===== src/rtl/exmem_pipe_reg.sv =====
// ---------------------------------------------------------------------------
// exmem_pipe_reg
//
// EX->MEM pipeline register for the pipelined RISC-V core. It carries the ALU
// result, store data, destination register, PC+4 and the MEM/WB control bits
// through DEPTH register stages. It adds a per-stage valid bit, stall (hold),
// flush (bubble insertion) and a saturating count of bubbles seen at the
// output, so the hazard unit can drive it directly.
//
// Parameters
//   XLEN   width of the data and PC fields
//   RA_W   register-address width
//   DEPTH  number of register stages, 1..4 (values above 1 serve
//          multi-cycle memory paths)
//   CNT_W  bubble-counter width
//
// Ports
//   clk, rst_n          rising-edge clock, asynchronous active-low reset
//   stall_m, flush_m    hold all stages / clear all stages (flush wins)
//   valid_e             EX-stage instruction valid
//   *_e                 EX-stage payload and control inputs
//   valid_m             valid bit of the output stage
//   *_m                 output-stage payload; reg_write_m and mem_write_m
//                       are gated with valid_m
//   bubble_cnt          saturating count of bubbles presented at the output
// ---------------------------------------------------------------------------
module exmem_pipe_reg #(
    parameter int XLEN  = 32,
    parameter int RA_W  = 5,
    parameter int DEPTH = 1,
    parameter int CNT_W = 16
) (
    input  logic             clk,
    input  logic             rst_n,
    input  logic             stall_m,
    input  logic             flush_m,
    input  logic             valid_e,
    input  logic [XLEN-1:0]  alu_result_e,
    input  logic [XLEN-1:0]  write_data_e,
    input  logic [RA_W-1:0]  rd_e,
    input  logic [XLEN-1:0]  pc_plus4_e,
    input  logic             reg_write_e,
    input  logic             mem_write_e,
    input  logic [1:0]       result_src_e,
    output logic             valid_m,
    output logic [XLEN-1:0]  alu_result_m,
    output logic [XLEN-1:0]  write_data_m,
    output logic [RA_W-1:0]  rd_m,
    output logic [XLEN-1:0]  pc_plus4_m,
    output logic             reg_write_m,
    output logic             mem_write_m,
    output logic [1:0]       result_src_m,
    output logic [CNT_W-1:0] bubble_cnt
);

    // Reject unsupported chain lengths at elaboration time.
    if (DEPTH < 1 || DEPTH > 4) begin : g_bad_depth
        $error("exmem_pipe_reg: DEPTH must be in 1..4");
    end

    typedef struct packed {
        logic            valid;
        logic [XLEN-1:0] alu_result;
        logic [XLEN-1:0] write_data;
        logic [RA_W-1:0] rd;
        logic [XLEN-1:0] pc_plus4;
        logic            reg_write;
        logic            mem_write;
        logic [1:0]      result_src;
    } stage_t;

    stage_t stage_q [DEPTH];
    stage_t stage_in;
    stage_t stage_out;

    // Incoming entry; a bubble (valid_e = 0) is still written so the data
    // path has no extra enable, and the gated enables keep it harmless.
    always_comb begin
        stage_in            = '0;
        stage_in.valid      = valid_e;
        stage_in.alu_result = alu_result_e;
        stage_in.write_data = write_data_e;
        stage_in.rd         = rd_e;
        stage_in.pc_plus4   = pc_plus4_e;
        stage_in.reg_write  = reg_write_e;
        stage_in.mem_write  = mem_write_e;
        stage_in.result_src = result_src_e;
    end

    // Priority per edge: flush > stall > advance.
    // NOTE: every stage register, payload included, is reset so the outputs
    // read a defined 0 during reset; this is a short register chain, not a
    // RAM, so resetting it costs nothing structurally.
    always_ff @(posedge clk or negedge rst_n) begin
        if (!rst_n) begin
            for (int i = 0; i < DEPTH; i++) begin
                stage_q[i] <= '0;
            end
        end else if (flush_m) begin
            for (int i = 0; i < DEPTH; i++) begin
                stage_q[i] <= '0;
            end
        end else if (!stall_m) begin
            // NOTE: non-blocking assignments make every stage sample the
            // pre-edge value of its predecessor, regardless of loop order.
            stage_q[0] <= stage_in;
            for (int i = 1; i < DEPTH; i++) begin
                stage_q[i] <= stage_q[i-1];
            end
        end
    end

    assign stage_out    = stage_q[DEPTH-1];
    assign valid_m      = stage_out.valid;
    assign alu_result_m = stage_out.alu_result;
    assign write_data_m = stage_out.write_data;
    assign rd_m         = stage_out.rd;
    assign pc_plus4_m   = stage_out.pc_plus4;
    assign result_src_m = stage_out.result_src;
    // Side-effecting enables are killed for bubbles; data fields pass ungated.
    assign reg_write_m  = stage_out.valid & stage_out.reg_write;
    assign mem_write_m  = stage_out.valid & stage_out.mem_write;

    // Counts edges at which an invalid entry sits at the output and the
    // pipe is not held. A flush edge still counts; flush never clears it.
    always_ff @(posedge clk or negedge rst_n) begin
        if (!rst_n) begin
            bubble_cnt <= '0;
        end else if (!stall_m && !valid_m && (bubble_cnt != '1)) begin
            bubble_cnt <= bubble_cnt + CNT_W'(1);
        end
    end

endmodule


===== config.mk =====
export PLATFORM = sky130hd
export DESIGN_NAME = exmem_pipe_reg
export DESIGN_NICKNAME = d
export VERILOG_FILES = /design/src/rtl/exmem_pipe_reg.sv
export SDC_FILE = /design/constraint.sdc
export NUM_CORES = 1
export LEC_CHECK = 0
export ABC_AREA = 1
export CAP_MARGIN = 20
export CORE_MARGIN = 1.5
export CORE_UTILIZATION = 49
export CTS_BUF_LIST = sky130_fd_sc_hd__clkbuf_4
export DETAILED_ROUTE_END_ITERATION = 6
export PLACE_DENSITY = 0.95
export SLEW_MARGIN = 40
export SYNTH_ARGS = -nofsm -noshare
export SYNTH_HDL_FRONTEND = slang
export SYNTH_SLANG_ARGS = --single-unit

===== constraint.sdc =====
create_clock -name clk -period 2.2 [get_ports clk]
set_input_delay 0.22 -clock clk [delete_from_list [all_inputs] [get_ports clk]]
set_output_delay 0.22 -clock clk [all_outputs]
set_load 0.005 [all_outputs]

==> results of run 1 <==
## worst max-delay path, stage by stage, from the launching register on
cell and delay, ps:
dfrtp_1 430, nand2_1 70, inv_1 80, clkdlybuf4s50_1 520
## registers in the layout, indices dropped and copies added, names as in the netlist
signal / flops
write_data_m: 32
result_src_m: 2
bubble_cnt: 16
rd_m: 5
valid_m: 1
stage_out: 2
pc_plus4_m: 32
alu_result_m: 32
## kinds of logic after synthesis
family          share of synthesized area
simple gates                        0.271
buf+inv                             0.169
flops                               0.507
compound gates                     0.0453
xor+xnor                          0.00582
fa+ha+maj                         0.00208
## cell usage in the layout, fill, tap and decap left out
cell             instances
nand2_1                231
clkdlybuf4s50_1        228
dfrtp_1                122
nand3_1                115
a21oi_1                 53
clkbuf_4                18
inv_1                   13
nor2_1                  11
clkinv_2                 7
buf_4                    6
nand3b_1                 5
clkinvlp_4               5
inv_2                    4
nor2_2                   4
nand4_1                  4
buf_12                   4
nand2_2                  3
nor3_1                   2
nand2_4                  2
xor2_1                   2
xnor2_1                  2
bufinv_16                2
nor2_4                   1
o31ai_1                  1
ha_1                     1
clkinv_1                 1
dlygate4sd3_1            1
buf_2                    1
## through the flow
step / cells / total power [W]
CTS: 996 / 0.00502
finish: 996 / 0.00496
detailed placement: 963 / 0.00348
global placement: 963 / 0.00346
global route: 996 / 0.00520
floorplan: 720 / 0.00299
## power breakdown
group	leakage [nW]	switching [W]	internal [W]	total (W)
logic	1.92	0.000395	0.000535	0.000929
clock network	0.137	0.000856	0.000666	0.00152
registers	1.63	0.000125	0.00238	0.00251
## timing repair
item	CTS	global route
endpoints found under the setup margin	0	0
endpoints found under the hold margin	122	0
hold buffers	1	0
resized for setup	0	0
## worst max path at each step
stage	start	to	slack, ps
finish	valid_m	reg_write_m	340
global route	valid_m	reg_write_m	230
CTS	valid_m	reg_write_m	280
global placement	bubble_cnt[0]	bubble_cnt[4]	660
detailed placement	bubble_cnt[0]	bubble_cnt[5]	610
floorplan	bubble_cnt[0]	bubble_cnt[11]	800
## layer usage
layer	vias to the layer above	part of all wire	global-route usage
li1	2444	-	-
met1	2413	0.41	0.272
met2	184	0.49	0.377
met3	21	0.078	0.0760
met4	0	0.018	0.0883
met5	-	0	0
## layout make-up
cell class | instances | area share
multi-input combinational | 437 | 0.246
inverter | 18 | 0.00866
tap | 147 | 0.0231
clock buffer | 18 | 0.0170
sequential | 122 | 0.384
timing repair buffer | 240 | 0.305
clock inverter | 14 | 0.0165
==> metrics.csv, run 1 <==
stage;metric;value;unit
floorplan;die_h;114;um
finish;area.growth.synth_to_final;32.0;%
floorplan;dieArea;13000;sq um
floorplan;start_util;0.501;
synth;synth_edf_count;0;
sta;setup_tns;0;ps
worst_hold_path;hp-start;flush_m;
worst_setup_path;rr_worst_depth;8;
worst_setup_path;crit_required;1980;ps
run;cap_violations;0;
pwr;p_leak;3.69;nW
floorplan;core-area;12000;sq um
placed_design;hpwl;9820;um
worst_setup_path;startpoint_type;flip-flop;
cts;clkLatencyLatePin;540;ps
detailed_routing;drt-total-wl;14600;um
sta;hold_ws;201;ps
sta;finalHoldViolCount;0;
worst_setup_path;r2r_start;bubble_cnt[0];
global_routing;antenna_found_initial;0;
worst_setup_path;critPathKind;flip-flop to output port;
synth;synthDistinctLibCells;22;
sta;period_minus_slack;1860;ps
finish;multi_input_area;1950;sq um
detailed_routing;routed-via-count;5062;
synth;yosys.area.top_type;dfrtp_1;
sta;rsz0062_at_grt;no;
sta;tightest_slew;643;ps
cts;cts_setup_buffers;0;
sta;clock.fmax;0.539;GHz
worst_hold_path;min_to;stage_out[3];
finish;drive_gt1_frac;0.0671;
placed_design;portBuffers;231;
synth;syn-num-nets;831;
finish;fin_area;7950;sq um
worst_setup_path;crit_path_end_kind;output port;
worst_hold_path;hold_path_class;input pin to flip-flop;
cts;cts_root_buffer;clkbuf_4;
placed_design;pre_cts_ws;610;ps
synth;yosys-top-cells-count;nand2_1 (231), dfrtp_1 (122), nand3_1 (115);
worst_setup_path;regToRegEndpoint;bubble_cnt[1];
finish;regArea;3050;sq um
detailed_routing;drtIter0Drc;319;
global_routing;grt_pass1_vias;4754;
synth;synth_most_common_cell;nand2_1;
worst_setup_path;worstPathMaxFanout;4;
floorplan;die_w;114;um
synth;ys_seq_elements;122;
detailed_routing;antenna_left;0;
cts;cts.clk_slew.worst_paths;100;ps
worst_hold_path;holdPathStages;4;
detailed_routing;avgViaCountPerCell;5.08;
placed_design;place_area;7670;sq um
finish;nFillCells;948;
cts;htreeDepth;4;
finish;finish.utilization;0.662;
global_routing;grt_pass1_wl;23100;um
floorplan;ios;232;
synth;synth_cells;720;
outcome;outcome;completed;
cts;cts_buffers;17;
sta;fin_ws;344;ps
sta;setup_viol;0;
detailed_routing;drtPass1Iterations;4;
global_routing;overflow;0;
sta;maxSlewHeadroom;0.571;
worst_setup_path;crit_arrival;1640;ps
synth;syn_avg_cell_area;8.36;sq um
sta;finalCritPeriodShare;0.843;
cts;cts_tree;yes;
pwr;ir_drop;0.000543;V
synth;synth.area.top_cells;dfrtp_1 (51%), nand2_1 (14%), buf_4 (13%);
synth;ys_warn_count;0;
cts;cts_sinks;122;
pwr;p_per_area;624;nW/um^2
global_routing;grt_max_degree;123;
synth;synth_area;6020;sq um
detailed_routing;wire_per_inst;14.7;um
synth;ys_seq_area_frac;0.507;
sta;finClkSkew;12.8;ps
sta;maxSlewViolCount;0;
worst_setup_path;regToRegSetupSlack;570;ps
synth;netlist.area_leader.share;0.507;
floorplan;rows;40;
detailed_routing;remaining_drc_errors;0;
placed_design;place.gp.congestion;0.832;
finish;fin_nets;947;
global_routing;grt.total_usage;0.226;
finish;num_antenna_cells;0;
cts;clk_path_buf_depth;2;
synth;async_flop_share;1.00;
synth;yosys_most_used_dff;dfrtp_1;
No activity file was read; power rests on OpenSTA's default activity.
==> inputs of run 2 (changes only) <==
Settings changed: CORE_UTILIZATION 49 to 41, PLACE_DENSITY 0.95 to 0.87.
Clock period 2.2 ns to 1.7 ns, I/O delays scaled along.
==> metrics.csv, run 2 (synthesis results as in run 1) <==
stage;metric;value;unit
floorplan;die_h;124;um
cts;cts_sinks;122;
sta;maxSlewHeadroom;0.684;
global_routing;grt.total_usage;0.193;
floorplan;start_util;0.418;
worst_setup_path;cpPeakStageDelay;540;ps
sta;finClkSkew;10.6;ps
sta;tightest_slew;474;ps
detailed_routing;drt-total-wl;15200;um
detailed_routing;routed-via-count;5101;
detailed_routing;drtPass1Iterations;4;
worst_setup_path;startpoint_type;flip-flop;
cts;htreeDepth;4;
worst_setup_path;path_cells;clkdlybuf4s50_1;
worst_setup_path;cp-startpoint;bubble_cnt[14];
global_routing;overflow;0;
finish;stdcell_count;1056;
sta;setup_viol;0;
worst_setup_path;r2r_start;bubble_cnt[1];
worst_setup_path;crit_arrival;1440;ps
pwr;p_leak;3.89;nW
detailed_routing;antenna_left;0;
floorplan;core-area;14400;sq um
cts;clkLatencyLatePin;510;ps
sta;finalHoldViolCount;0;
pwr;p_clk_frac;0.360;
placed_design;place.gp.congestion;0.798;
placed_design;hpwl;10200;um
worst_hold_path;hold_path_class;input pin to asynchronous set/reset pin;
pwr;ir_drop;0.000611;V
worst_setup_path;crit_path_end_kind;output port;
detailed_routing;avgViaCountPerCell;4.83;
floorplan;dieArea;15400;sq um
finish;layout_common_cells;nand2_1 (231), clkdlybuf4s50_1 (224), dfrtp_1 (119);
floorplan;rows;44;
finish;fin_nets;970;
sta;hold_ws;71.1;ps
finish;num_antenna_cells;0;
finish;area.growth.synth_to_final;38.1;%
finish;layout_commonest_cell;nand2_1;
worst_setup_path;slowest_stage;clkdlybuf4s50_1;
placed_design;dp_cells;1003;
worst_setup_path;critPathKind;flip-flop to output port;
placed_design;portBuffers;231;
floorplan;die_w;124;um
global_routing;grt_max_degree;106;
worst_setup_path;crit_required;1530;ps
detailed_routing;remaining_drc_errors;0;
sta;period_minus_slack;1610;ps
cts;cts_tree;yes;
cts;cts.clk_slew.worst_paths;120;ps
pwr;p_per_area;861;nW/um^2
sta;clock.fmax;0.622;GHz
sta;maxSlewViolCount;0;
pwr;seqPwrFrac;0.447;
worst_setup_path;rr_worst_depth;9;
worst_setup_path;worstPathMaxFanout;4;
detailed_routing;drtIter0Drc;237;
cts;cts_buffers;17;
pwr;p_total;0.00716;W
pwr;power_frac_comb;0.192;
sta;finalCritPeriodShare;0.946;
cts;clk_path_buf_depth;2;
cts;cts_root_buffer;clkbuf_4;
detailed_routing;wire_per_inst;14.4;um
worst_setup_path;worst-path-buf-inv;1;
outcome;outcome;completed;
worst_setup_path;path_depth;1;
floorplan;ios;232;
pwr;switching_power;0.00180;W
pwr;internal_power;0.00536;W
global_routing;grt_pass1_wl;22900;um
finish;drive_gt1_frac;0.0952;
run;cap_violations;0;
global_routing;antenna_found_initial;0;
global_routing;grt_pass1_vias;4663;
finish;nFillCells;1277;
worst_setup_path;crit_family;buffers and inverters;
pwr;sw_frac_of_total;0.252;
-- run 2: cell count changes in the layout (fill, tap and decap cells not counted), moves of 2 or more --
cell	before	now
dfrtp_2	0	3
dfrtp_1	122	119
clkdlybuf4s50_1	228	224
bufinv_16	2	6
buf_12	4	7
buf_4	6	25
dlygate4sd2_1	0	2
clkinv_2	7	3
-- run 2: path summary, 6_finish.rpt --
| check | end | slack (ps) |
|---|---|---|
| min in group clk | valid_m | 120 |
| worst max register to register | bubble_cnt[6] | 130 |
| worst min register to register | pc_plus4_m[6] | 520 |
| max in group asynchronous | write_data_m[10] | 1020 |
| worst max-delay path | bubble_cnt[14] | 90 |
| worst min-delay path | alu_result_m[27] | 70 |
-- run 2: layout make-up --
type / instances / area, sq um / area share
sequential: 122 / 3060 / 0.367
timing repair buffer: 263 / 2640 / 0.317
multi-input combinational: 437 / 1960 / 0.236
tap: 184 / 230 / 0.0277
clock inverter: 13 / 224 / 0.0269
clock buffer: 19 / 143 / 0.0171
inverter: 18 / 68.8 / 0.00827
-- run 2: per-stage QoR --
stage                     setup slack, ps  setup TNS, ps  utilization  cell area, sq um
after detailed placement             90.4              0        0.539              7780
final                                91.8              0        0.577              8320
after CTS                            2.51              0        0.573              8260
after global placement                162              0        0.539              7780
after global routing               -0.176         -0.176        0.577              8320
after floorplan                       299              0            -              6020
-- run 2: power groups by stage --
stage	Clock (W)	Sequential [W]	Combinational, W
4_1_cts	0.00266	0.00321	0.00136
5_1_grt	0.00281	0.00323	0.00151
6_report	0.00258	0.00320	0.00138
3_5_place_dp	0	0.00330	0.00123
2_1_floorplan	0	0.00327	0.000600
3_3_place_gp	0	0.00329	0.00121
-- run 2: what timing repair did --
action / CTS / global route
setup buffers: 13 / 7
pin swaps: 0 / 0
hold endpoints to repair: 122 / 0
resized for setup: 8 / 2
setup endpoints to repair: 16 / 17
hold buffers: 1 / 0
-- run 2: metal layers --
layer  up-vias  GRT usage  wire length, um
met1      2375      0.235             6270
met2       212      0.315             7180
li1       2493          -                -
met5         -          0                0
met4         0     0.0653              245
met3        21     0.0746             1470
==> inputs of run 3 (changes only) <==
Settings changed: GPL_ROUTABILITY_DRIVEN set to 0.
==> results of run 3 <==
No change in the layout: final DEF, timing and power equal those of run 2.
